$ cat src/rtl/irq_capture.sv
// ---------------------------------------------------------------------------
// irq_capture
//
// Request-capture stage in front of the priority encoder. Each request line is
// synchronised through two flops. In edge mode (EDGE=1) a rising edge sets a
// sticky pending bit, which stays set until the consumer acknowledges it by
// index. If a source fires again while its bit is still pending, the new event
// is folded into the existing one and a sticky overflow flag records the loss.
// In level mode (EDGE=0) the pending bits follow the synchronised levels, and
// ack has no effect.
//
// Ports
//   clk       system clock, rising edge
//   rst       synchronous active-high reset (clears all state)
//   irq_in    [N]  raw asynchronous request lines
//   mask      [N]  1 = hide that source at the output (capture continues)
//   ack       acknowledge strobe, one cycle
//   ack_idx   [IW] index of the pending bit to clear; values >= N are ignored
//   pending   [N]  pending & ~mask, feeds the encoder
//   req       OR of pending
//   overflow  [N]  sticky lost-request flags
//   clr_ovf   clears all overflow flags (a new overflow in the same cycle wins)
// ---------------------------------------------------------------------------
module irq_capture #(
   parameter int N    = 4,
   parameter bit EDGE = 1'b1,
   parameter int IW   = $clog2(N)
) (
   input  logic          clk,
   input  logic          rst,
   input  logic [N-1:0]  irq_in,
   input  logic [N-1:0]  mask,
   input  logic          ack,
   input  logic [IW-1:0] ack_idx,
   output logic [N-1:0]  pending,
   output logic          req,
   output logic [N-1:0]  overflow,
   input  logic          clr_ovf
);

   logic [N-1:0] r_sync1;
   logic [N-1:0] r_sync2;
   logic [N-1:0] r_prev;
   logic [N-1:0] r_pend;
   logic [N-1:0] r_ovf;

   logic [N-1:0] w_edge;
   logic [N-1:0] w_ack_hit;
   logic [N-1:0] w_pend_nxt;
   logic [N-1:0] w_ovf_nxt;

   always_comb begin
      // r_prev resets to 0, so a line held high through reset yields one edge.
      w_edge    = r_sync2 & ~r_prev;

      // Decode the ack to a one-hot clear mask. Indices >= N match no bit.
      w_ack_hit = '0;
      for (int i = 0; i < N; i++) begin
         if (ack && (ack_idx == IW'(i))) begin
            w_ack_hit[i] = 1'b1;
         end
      end

      if (EDGE) begin
         // Set wins over clear, so an event arriving with its own ack is kept.
         w_pend_nxt = w_edge | (r_pend & ~w_ack_hit);
         // An edge on a bit that is still pending (and not being acked right
         // now) loses a request. A set takes priority over clr_ovf.
         w_ovf_nxt  = (w_edge & r_pend & ~w_ack_hit) | (r_ovf & ~{N{clr_ovf}});
      end else begin
         w_pend_nxt = r_sync2;
         w_ovf_nxt  = '0;
      end
   end

   always_ff @(posedge clk) begin
      if (rst) begin
         r_sync1 <= '0;
         r_sync2 <= '0;
         r_prev  <= '0;
         r_pend  <= '0;
         r_ovf   <= '0;
      end else begin
         r_sync1 <= irq_in;
         r_sync2 <= r_sync1;
         r_prev  <= r_sync2;
         r_pend  <= w_pend_nxt;
         r_ovf   <= w_ovf_nxt;
      end
   end

   // Masking is applied only at the output, so unmasking exposes a held
   // request in the same cycle.
   assign pending  = r_pend & ~mask;
   assign req      = |pending;
   assign overflow = r_ovf;

endmodule

$ cat config.mk
export PLATFORM = sky130hd
export DESIGN_NAME = irq_capture
export DESIGN_NICKNAME = d
export VERILOG_FILES = /design/src/rtl/irq_capture.sv
export SDC_FILE = /design/constraint.sdc
export NUM_CORES = 1
export LEC_CHECK = 0
export ABC_AREA = 1
export CAP_MARGIN = 20
export CORE_MARGIN = 2
export CORE_UTILIZATION = 43
export DETAILED_ROUTE_END_ITERATION = 8
export PLACE_DENSITY = 0.75
export SLEW_MARGIN = 5
export SYNTH_ARGS = -nofsm -noshare
export SYNTH_HDL_FRONTEND = slang
export SYNTH_SLANG_ARGS = --single-unit
$ cat constraint.sdc
create_clock -name clk -period 1 [get_ports clk]
set_input_delay 0.2 -clock clk [delete_from_list [all_inputs] [get_ports clk]]
set_output_delay 0.2 -clock clk [all_outputs]
set_load 0.01 [all_outputs]
==> results of run 1 <==
[power breakdown]
part	internal, µW	switching, µW
sequential	826	12.0
combinational	99.0	68.4
clock	139	208
total	1060	289
[worst paths after layout]
| check | start | end | slack (ns) | cells after the start |
|---|---|---|---|---|
| worst max-delay path | r_pend[0]$_SDFF_PP0_ | req | -0.28 | 4 |
| worst min-delay path | ack_idx[0] | r_pend[2]$_SDFF_PP0_ | 0.35 | 3 |
| worst max register to register | r_pend[3]$_SDFF_PP0_ | r_pend[3]$_SDFF_PP0_ | 0.13 | 4 |
| worst min register to register | r_sync1[2]$_SDFF_PP0_ | r_sync2[2]$_SDFF_PP0_ | 0.41 | 2 |
[placed cells by master, fill, tap and decap left out, drive strengths merged, types with 2 or more instances in the layout]
cell type      Yosys  final
nor2              26     26
inv               26     26
dfxtp             20     20
buf                2     19
clkdlybuf4s50      0     12
nand2             10     10
a21oi              6      6
or2                4      4
nand3              4      4
clkbuf             0      3
o21ai              2      2
[tightest hold or removal path: stages]
cell	delay, ns
dlymetal6s2s_1	0.17
o21ai_0	0.17
a21oi_1	0.06
[flip-flops by register name (all words and copies together) (netlist names)]
| signal | cells |
|---|---|
| r_sync1 | 4 |
| r_sync2 | 4 |
| overflow | 4 |
| r_prev | 4 |
| r_pend | 4 |
[area by class of cell]
| cell class | instances | area share (%) |
|---|---|---|
| clock buffers | 3 | 2.15 |
| inverters | 26 | 9.31 |
| multi-input cells | 53 | 21.6 |
| well taps | 16 | 1.91 |
| flip-flops and latches | 20 | 39.1 |
| repair buffers | 32 | 25.9 |
[cells by family after synthesis]
logic type / count (synthesis)
AO/OA/AOI/OAI: 8
flip-flops: 20
AND/OR/NAND/NOR: 45
buffers and inverters: 28
[layer usage]
layer	share of wire, %	vias to the layer above
met5	0	-
met4	0.83	0
met3	8.6	2
met2	45	21
met1	46	277
li1	-	359
[what timing repair did]
action	4_1_cts	5_1_grt
gates resized for setup	46	3
buffers inserted	2	1
endpoints found under the setup margin	9	6
pin swaps	2	1
[metrics by stage]
step / hold slack (ns) / setup TNS [ns] / utilization [%] / instances / total power [µW]
after detailed placement: 0.397 / -5.13 / 66.1 / 144 / 1020
after CTS: 0.410 / -1.30 / 66.2 / 149 / 1370
after global routing: 0.417 / -1.50 / 67.3 / 150 / 1430
after floorplan: 0.307 / 0 / - / 101 / 915
after global placement: 0.390 / -4.68 / 66.1 / 144 / 1020
final: 0.349 / -1.21 / 67.3 / 150 / 1350
==> results.tsv, run 1 <==
metric	value	unit
status	complete, but fails checks	
failing checks	negative setup slack	
drt via density	4.39	
Syn Inst Count	101	
simple-gate share of the synthesized area	25.4	%
CTS tree	done	
Worst EP required	0.80	ns
DPL Wire Length	946	µm
Post-Synth XOR/XNOR Area	0	%
routing usage on met3	4.80	%
Routed WL	1.32	mm
initial DRC count	7	
CTS Hold Bufs	0	
depth of the CTS H-tree	1	
Seq. cell area	410	µm²
IO Count	23	
CP max stage delay	0.35	ns
die area	0.00205	mm²
min cycle time layout	1.28	ns
CTS sink count	20	
GRT met2 Usage	26.9	%
cell taking the most area after synthesis	dfxtp_1	
gr ovfl total	0	
drt pass-1 iters	4	
RSZ-0062 raised after global routing	yes	
max-cap viol count	0	
gr usage total	15.6	%
CTS Buffer Depth	2	
Area Growth Syn to Fin	42.8	%
antenna cells	0	
FMAX	781	MHz
final worst slack	-0.280	ns
Detail Route Antenna Nets	0	
max-slew violations	0	
critical path, cell by cell	inv_2 -> or2_1 -> nand4_1 -> buf_2	
RePlAce Congestion	0.759	
CP startpoint kind	register	
Synth top area share	54.5	%
CP Class	register to primary output	
antenna violations before repair	0	
commonest cells in the netlist	inv_1, nor2_1, dfxtp_1, nand2_1, a21oi_1	
cell family with the largest share of critical-path delay	flip-flops	
Root Driver	clkbuf_4	
Nets	150	
height of the die	45.3	µm
Crit. End Element	primary output	
DIE WIDTH	45.3	µm
placed inst area	0.00103	mm²
post-synthesis area per instance	7.27	µm²
Max FO, Critical Path	2	
Row Count	14	
Rel. slew slack	87.7	%
synthesized-area fraction occupied by adder cells	0	%
Starting Density	47.1	%
Final Instance Area	0.00105	mm²
Post-synth ARST share	0	%
Synth Area in Compound Gates	5.45	%
final worst-path cycle share	128	%
vias in the first global route	613	
first-pass GRT wire length	2.32	mm
Synth Register Bits	20	
Syn Nets	115	
Final setup viols	5	
Clock transition at path regs	0.10	ns
gr busiest metal	met2	
synth top area cells	dfxtp_1, inv_1, nor2_1	
Place WS	-0.687	ns
Post-synth EDFFs	0	
final setup skew	0.00122	ns
final hold viol count	0	
routing usage on met1	18.2	%
largest family of logic cells by synthesized area	simple AND/OR/NAND/NOR gates	
class of the worst hold path	input pin to register	
Leak	0.000523	µW
Post-Syn Area	734	µm²
Crit path buffers/inverters	2	
I/O Buffers	22	
Yosys cell types	10	
slowest CP cell	dfxtp_2	
multiplexer share of the synthesized area	0	%
via count	659	
worst vdd ir	0.724	mV
Arrival @ worst endpoint	1.08	ns
Slew @ Worst Pin	0.184	ns
DRC	0	
register area share after synthesis	54.5	%
area of the multi-input gates	226	µm²
Fillers	147	
largest net degree at the start of global routing	21	
Inserted Clock Buffers	3	
WL per Instance	8.83	µm
core area	0.00156	mm²
layout cell share with drive strength beyond 1	24.6	%
pwr/cell area	1290	mW/mm²
Yosys warning count	0	
worst-skew pair later-pin latency	0.28	ns
ys flop type	dfxtp_1	
(Power assumes the default switching activity.)
==> run 2: changes to the inputs <==
--- a/config.mk
+++ b/config.mk
@@ -8,10 +8,11 @@
 export ABC_AREA = 1
 export CAP_MARGIN = 20
 export CORE_MARGIN = 2
-export CORE_UTILIZATION = 43
+export CORE_UTILIZATION = 45
+export CTS_BUF_LIST = sky130_fd_sc_hd__clkbuf_4 sky130_fd_sc_hd__clkbuf_8
 export DETAILED_ROUTE_END_ITERATION = 8
-export PLACE_DENSITY = 0.75
-export SLEW_MARGIN = 5
+export PLACE_DENSITY = 0.78
+export RECOVER_POWER = 25
 export SYNTH_ARGS = -nofsm -noshare
 export SYNTH_HDL_FRONTEND = slang
 export SYNTH_SLANG_ARGS = --single-unit
==> run 2 against run 1 <==
  * The flow still finishes with violations (negative setup slack)
  * Sequential power about the same
  * First-iteration DRC count rose to 2.7 times the previous value
  * Clock power is 2% higher
  * Critical endpoint unchanged
  * Power is 0.66% lower
  * Wire length rose by 0.68%
  * Global-route usage shrank 0.98 points
  * Largest cell class unchanged
  * Setup slack worse by 0.0069 ns
  * Clock skew down 0.00089 ns
==> results.tsv, run 2 (same netlist as run 1, synthesis figures left out) <==
metric	value	unit
status	complete, but fails checks	
failing checks	negative setup slack	
Final setup viols	5	
via count	661	
Rel. slew slack	75.4	%
Pint	1050	µW
worst vdd ir	0.854	mV
RePlAce Congestion	0.725	
area of the multi-input gates	226	µm²
Flop pwr share	62.3	%
first-pass GRT wire length	2.06	mm
final worst slack	-0.287	ns
Seq. cell area	410	µm²
R2R cell count	5	
final setup skew	0.000325	ns
Place WS	-0.669	ns
Final Instance Area	0.00102	mm²
max-slew violations	0	
combinational share of power	11.4	%
Area Growth Syn to Fin	39.0	%
drt via density	4.47	
Inserted Clock Buffers	3	
depth of the CTS H-tree	1	
Slew @ Worst Pin	0.369	ns
Leak	0.000516	µW
CTS sink count	20	
Fillers	141	
DRC	0	
worst-skew pair later-pin latency	0.28	ns
worst reg2reg endpoint	overflow[0]$_SDFF_PP0_	
gr usage total	14.6	%
IO Count	23	
CTS Hold Bufs	0	
CP startpoint kind	register	
Max FO, Critical Path	2	
Clock transition at path regs	0.10	ns
WL per Instance	9.01	µm
Crit. End Element	primary output	
Net Switching	291	µW
hold depth	4	
Row Count	14	
antenna violations before repair	0	
die area	0.00197	mm²
Root Driver	clkbuf_4	
pwr/cell area	1320	mW/mm²
CP Class	register to primary output	
gr ovfl total	0	
switching share of power	21.7	%
CTS Buffer Depth	2	
largest net degree at the start of global routing	21	
drt pass-1 iters	4	
Hold Startpoint	ack	
antenna cells	0	
min cycle time layout	1.29	ns
FMAX	777	MHz
layout cell share with drive strength beyond 1	22.7	%
Hold Path End	r_pend[0]$_SDFF_PP0_	
max-cap viol count	0	
RSZ-0062 raised after global routing	yes	
initial DRC count	19	
class of the worst hold path	input pin to register	
DPL Wire Length	964	µm
I/O Buffers	22	
Starting Density	48.2	%
placed inst area	0.00103	mm²
most frequent cells in the layout	nor2_1, inv_1, dfxtp_1, clkdlybuf4s50_1, nand2_1	
Crit Reg-Reg Startpoint	r_pend[0]$_SDFF_PP0_	
DIE WIDTH	44.4	µm
Nets	148	
height of the die	44.4	µm
Arrival @ worst endpoint	1.09	ns
commonest non-fill, non-tap cell in the layout	nor2_1	
Routed WL	1.33	mm
vias in the first global route	547	
Detail Route Antenna Nets	0	
Clk pwr share	26.3	%
CTS tree	done	
register-to-register setup slack	0.16	ns
final worst-path cycle share	129	%
Total Power	1340	µW
core area	0.00152	mm²
Worst EP required	0.80	ns
final hold viol count	0	
==> run 2: worst max path at each step <==
stage / depth (start not counted) / from / slack, ns / endpoint
6_report: 4 / r_pend[1]$_SDFF_PP0_ / -0.29 / req
5_1_grt: 4 / r_pend[2]$_SDFF_PP0_ / -0.35 / req
4_1_cts: 4 / r_pend[2]$_SDFF_PP0_ / -0.31 / req
3_5_place_dp: 4 / mask[3] / -0.67 / req
3_3_place_gp: 4 / mask[3] / -0.64 / req
2_1_floorplan: 3 / r_pend[3]$_SDFF_PP0_ / 0.10 / req
==> run 2: cell type report <==
class	instances	area share (%)
sequential	20	40.2
inverter	26	9.56
tap	16	1.96
multi-input combinational	53	22.2
timing repair buffer	30	23.9
clock buffer	3	2.21
==> run 2: timing repair <==
action,in CTS,in global routing
setup endpoints to repair,9,6
gates resized for setup,45,4
pin swaps,1,3
setup buffers,1,0
==> run 2: stage by stage <==
step / instances / util [%] / hold slack [ns] / setup TNS, ns
finish: 148 / 67.0 / 0.314 / -1.27
global placement: 144 / 67.6 / 0.389 / -4.65
CTS: 148 / 67.2 / 0.403 / -1.37
global route: 148 / 67.0 / 0.363 / -1.58
floorplan: 101 / - / 0.307 / 0
detailed placement: 144 / 67.6 / 0.396 / -5.01
==> run 2: metal layers <==
layer  vias to the layer above  global-route usage, %  part of all wire [%]
met5                         -                      0                     0
met4                         0                   10.9                  0.68
met3                         2                   2.45                   7.1
met2                        22                   25.0                    51
met1                       286                   16.0                    41
li1                        351                      -                     -
==> run 2: power by group through the flow <==
stage / Combinational (µW) / Clock [µW] / Sequential (µW)
detailed placement: 170 / 0 / 854
floorplan: 62.4 / 0 / 853
finish: 153 / 354 / 837
global placement: 166 / 0 / 853
global route: 172 / 398 / 841
CTS: 162 / 377 / 837
==> run 2: worst max-delay path, cell delays in order, from the launching register on <==
cell     delay (ns)
dfxtp_2        0.35
inv_2          0.03
or2_1          0.23
nand4_1        0.07
buf_2          0.13
==> variant 1, RTL diff (flow settings as in run 2) <==
Set the parameter `N` to 8 (it was 4).
--- a/src/rtl/irq_capture.sv
+++ b/src/rtl/irq_capture.sv
@@ -22,7 +22,7 @@
 //   clr_ovf   clears all overflow flags (a new overflow in the same cycle wins)
 // ---------------------------------------------------------------------------
 module irq_capture #(
-   parameter int N    = 4,
+   parameter int N    = 8,
    parameter bit EDGE = 1'b1,
    parameter int IW   = $clog2(N)
 ) (
Ports: changed (5 resized); port bits go from 23 to 40. No check against the original RTL was run, so the function may have changed too.
==> variant 1 against run 2 <==
  * The flow still finishes with violations (negative setup slack)
  * Setup slack got worse by 44 ps
  * Wire length is 130% higher
  * Clock power grew to 3.0 times the old value
  * First-iteration DRC count rose to 3.2 times the old value
  * Cell area increased by 110%
  * Sequential cell count increased by 20
  * Synthesized cell count is 100% higher
  * Power rose by 130%
  * Area after synthesis is 99% higher
  * Largest cell class unchanged
  * Highest routed layer unchanged
==> variant 1: results (changes against run 2) <==
- Result of the run: finished with violations (unchanged).
- Violated checks: negative setup slack (unchanged).
* Post-synthesis average cell area: 7.08 sq um (was 7.27 sq um)
- The post-synthesis sequential area ratio was 54.7% (was 54.5%).
* Initial DRC count: 61 (was 19)
- GRT Total Usage: 17.8% (was 14.6%)
- The largest buffer count on any clock path is 2 (unchanged).
- Top cell family by delay on the critical path: buffers and inverters (was flip-flops)
- Total power density per cell area: 1420 nW/um^2 (was 1320 nW/um^2)
* Syn_nets: 230 (was 115)
- Leak Pwr: 1.01 nW (was 0.516 nW)
- The count of H-tree levels built during CTS came to 2 (was 1).
- Dpl cell area: 2010 sq um (was 1030 sq um)
- The final weighted congestion of routability-driven global placement came to 0.805 (was 0.725).
- The combinational power was 0.000361 W (was 0.000153 W).
- The number of global-route vias before repair was 1153 (was 547).
* Hold Crit Start: irq_in[6] (was ack)
- The final-layout worst hold slack was 351 ps (was 314 ps).
- The worst ir drop on vdd was 0.00121 V (was 0.000854 V).
- First-pass GRT wire length: 4680 microns (was 2060 microns)
- The path depth of the worst reg2reg path is 6 (was 5).
* Pre-CTS WS: -719 ps (was -669 ps)
- The switching power is 0.000695 W (was 0.000291 W).
- The slack of the critical path came to -331 ps (was -287 ps).
- The relative contribution of sequential cells to total power is 54.3% (was 62.3%).
- Internal power: 0.00240 W (was 0.00105 W)
- Aggregate routed wire length: 3030 microns (was 1330 microns)
- The clock latency on the worst-skew pair is 350 ps (was 280 ps).
* Reg2reg setup slack: 40 ps (was 160 ps)
* Net count of the finished layout: 291 (was 148)
* Capture endpoint of the worst hold path: r_sync1[6]$_SDFF_PP0_ (was r_pend[0]$_SDFF_PP0_)
- Detailed-route wire length per cell: 9.69 microns (was 9.01 microns)
- The clock buffer count from CTS came to 5 (was 3).
- The total of warnings raised by yosys was 0 (unchanged).
* Critical path's slowest cell: clkdlybuf4s50_1 (was dfxtp_2)
* Reg2reg end: overflow[2]$_SDFF_PP0_ (was overflow[0]$_SDFF_PP0_)
- DR vias/cell: 4.20 (was 4.47)
- The count of different cell masters after synthesis is 9 (was 10).
- The ratio of cells with drive above 1 in the final layout is 29.7% (was 22.7%).
- The data arrival time of the critical path is 1130 ps (was 1090 ps).
- Tightest slew margin relative to the limit: 71.4% (was 75.4%)
* Total of fill cells in the finished design: 266 (was 141)
* HPWL reported at the end of detailed placement: 1930 microns (was 964 microns)
* Leading post-synthesis cells by cell area: dfxtp_1 55%, inv_1 14%, nand2_1 12% (was dfxtp_1 55%, inv_1 13%, nor2_1 13%)
- The worst setup skew after layout came to 6.26 ps (was 0.325 ps).
* Sum of negative setup slack: -2080 ps (was -1270 ps)
* # setup viols final: 12 (was 5)
- Reg-to-reg critical path startpoint: r_pend[2]$_SDFF_PP0_ (was r_pend[0]$_SDFF_PP0_)
- The count of port buffers added during placement was 39 (was 22).
* Largest incremental delay on the critical path: 450 ps (was 350 ps)
[variant 1: cell families after synthesis]
logic type	share of synthesized area (%)
simple gates	23.3
buf+inv	15.2
flops	54.7
compound gates	6.83
[variant 1: area by class of cell]
| cell class | instances | area share [%] |
|---|---|---|
| Clock buffer | 6 | 2.06 |
| Multi-Input combinational cell | 109 | 21.8 |
| Inverter | 54 | 9.28 |
| Timing Repair Buffer | 58 | 25.2 |
| Sequential cell | 40 | 37.6 |
| Tap cell | 44 | 2.52 |
| Clock inverter | 2 | 1.60 |
[variant 1: how the worst max path moves through the flow]
stage	start	end	slack [ps]	cells after the start
after floorplan	r_pend[2]$_SDFF_PP0_	req	160	4
final	mask[1]	req	-330	7
after global routing	r_pend[4]$_SDFF_PP0_	req	-400	5
after global placement	mask[5]	req	-730	5
after detailed placement	mask[5]	req	-720	5
after CTS	r_pend[4]$_SDFF_PP0_	req	-340	5
[variant 1: worst reg2reg max path, cell delays in order (launching register included)]
cell and delay [ps]:
dfxtp_2 350, inv_2 40, buf_6 110, buf_4 120, nor2_1 90, nand2_1 60
a21oi_1 120
[variant 1: what timing repair did]
| action | CTS | global route |
|---|---|---|
| gates cloned | 0 | 0 |
| buffers inserted | 2 | 5 |
| pin swaps | 7 | 6 |
| endpoints found under the setup margin | 17 | 17 |
| gates resized for setup | 118 | 10 |
[variant 1: metal layers]
metal	GRT usage, %	routed length [microns]	up-vias	share of wire, %
met4	9.32	87	0	2.9
met5	0	0	-	0
met3	6.72	196	9	6.5
li1	-	-	707	-
met1	18.6	1250	558	41
met2	31.0	1500	42	50
==> variant 2, RTL diff (flow settings as in run 2) <==
Made on the original files. Reset style: asynchronous (`rst`), changed in one clocked block. Comments in the files are not updated.
--- a/src/rtl/irq_capture.sv
+++ b/src/rtl/irq_capture.sv
@@ -73,7 +73,7 @@
       end
    end
 
-   always_ff @(posedge clk) begin
+   always_ff @(posedge clk or posedge rst) begin
       if (rst) begin
          r_sync1 <= '0;
          r_sync2 <= '0;
Behaviour: differs if rst is asserted again (counterexample within 4 cycles, from zero or initial values and one cycle with rst high); with rst held inactive, the same outputs for 10 cycles.
==> variant 2 against run 2 <==
  * The flow still finishes with violations (negative setup slack)
  * Register-to-register slack lost 90 ps
  * Sequential power increased by 7.3%
  * Count of clock-buffer cells in the layout stayed put
  * Setup slack better by 87 ps
  * Cell area is 0.74% higher
  * First-iteration DRC count shrank 53%
  * Area after synthesis is 2.4% lower
  * Power increased by 14%
  * Synthesized cell count decreased by 26%
  * Sequential cell count unchanged
  * Critical path depth decreased by 1
  * Wire length is 1.1% higher
  * Maximum frequency up 7.3%
  * Largest cell class unchanged
  * Largest power group unchanged
  * Highest routed layer unchanged
==> variant 2: results (changes against run 2) <==
- Result of the run: finished with violations (unchanged)
- Violated checks: negative setup slack (unchanged)
- The routed wire length per instance came to 10.6 microns (was 9.01 microns).
* Net count of the finished layout: 127 (was 148)
* Netlist cell types: 7 (was 10)
- Tightest slew margin relative to the limit: 68.3% (was 75.4%)
- The number of global-route vias before repair came to 552 (was 547).
- The overall routed net length came to 1350 microns (was 1330 microns).
* Critical path's slowest cell: dfrtp_1 (was dfxtp_2)
- Detailed-router iteration count before antenna repair: 5 (was 4)
- The share of the synthesized area in compound gates (AO/OA/AOI/OAI) was 0.698% (was 5.45%).
- The final-layout worst hold slack was 338 ps (was 314 ps).
- Final worst-path setup slack: -200 ps (was -287 ps)
* Area overhead of the layout relative to synthesis: 43.5% (was 39.0%)
- Share of layout cells above drive strength 1: 23.4% (was 22.7%)
* Fraction of met2 tracks used by global routing: 25.9% (was 25.0%)
- Capture endpoint of the worst hold path: r_sync1[3]$_DFF_PP0_ (was r_pend[0]$_SDFF_PP0_)
* Arrival time of data at the critical path endpoint: 1000 ps (was 1090 ps)
* Post-synthesis average cell area: 9.56 sq um (was 7.27 sq um)
- Pre-CTS WS: -535 ps (was -669 ps)
- Leak Pwr: 0.610 nW (was 0.516 nW)
* Inverter count of the layout excluding clock inverters: 19 (was 26)
- Met3 capacity usage during global routing: 3.33% (was 2.45%)
- Area taken by flip-flops and latches: 500 sq um (was 410 sq um)
- The starting DRC count in detailed routing came to 9 (was 19).
- The final setup violation count is 9 (was 5).
* First-pass GRT wire length: 2130 microns (was 2060 microns)
- Async set-or-reset flop fraction in the synthesized netlist: 100% (was 0%)
- The cell count of the worst hold path was 1 (was 4).
- The total routing resource utilization after global routing was 15.4% (was 14.6%).
- Final non-clock buffer share: 25.4% (was 23.9%)
* HPWL reported at the end of detailed placement: 924 microns (was 964 microns)
- Placer congestion estimate: 0.765 (was 0.725)
- The worst setup path startpoint was r_pend[3]$_DFF_PP0_ (was r_pend[1]$_SDFF_PP0_).
* Sequential-to-total area share from yosys stat: 69.8% (was 54.5%)
- Reg-to-reg critical path startpoint: r_pend[0]$_DFF_PP0_ (was r_pend[0]$_SDFF_PP0_)
- Sum of negative setup slack: -774 ps (was -1270 ps)
* Worst Reg2Reg Path Length in Cells: 6 (was 5)
* Global routing met1 resource utilization: 17.2% (was 16.0%)
- The fraction of area in clock buffers and inverters came to 2.19% (was 2.21%).
==> variant 2: repair_timing <==
action                     4_1_cts  5_1_grt
pin swaps                        5        2
buffers inserted                 4        2
setup endpoints to repair        9        9
gates resized for setup         38        5
==> variant 2: worst max-delay path, delay by kind of cell (launching register included) <==
kind | cells | cell delay, ps
DFF | 1 | 410
and+or+nand+nor | 2 | 150
buffers and inverters | 1 | 140
==> variant 2: logic make-up after synthesis <==
kind of cell,after synthesis
AOI/OAI and AO/OA,1
DFF,20
and+or+nand+nor,35
buffers and inverters,19
==> variant 2: power by group <==
part	internal, W	switching (W)	total, W
clock	0.000140	0.000212	0.000352
combinational	0.000158	0.000128	0.000285
sequential	0.000868	0.0000297	0.000898
==> variant 2: routing by layer <==
layer	wire length, microns	vias up	share of wire [%]
met5	0	-	0
met4	54	0	4.0
met3	120	6	8.9
li1	-	289	-
met2	597	25	44
met1	575	258	43
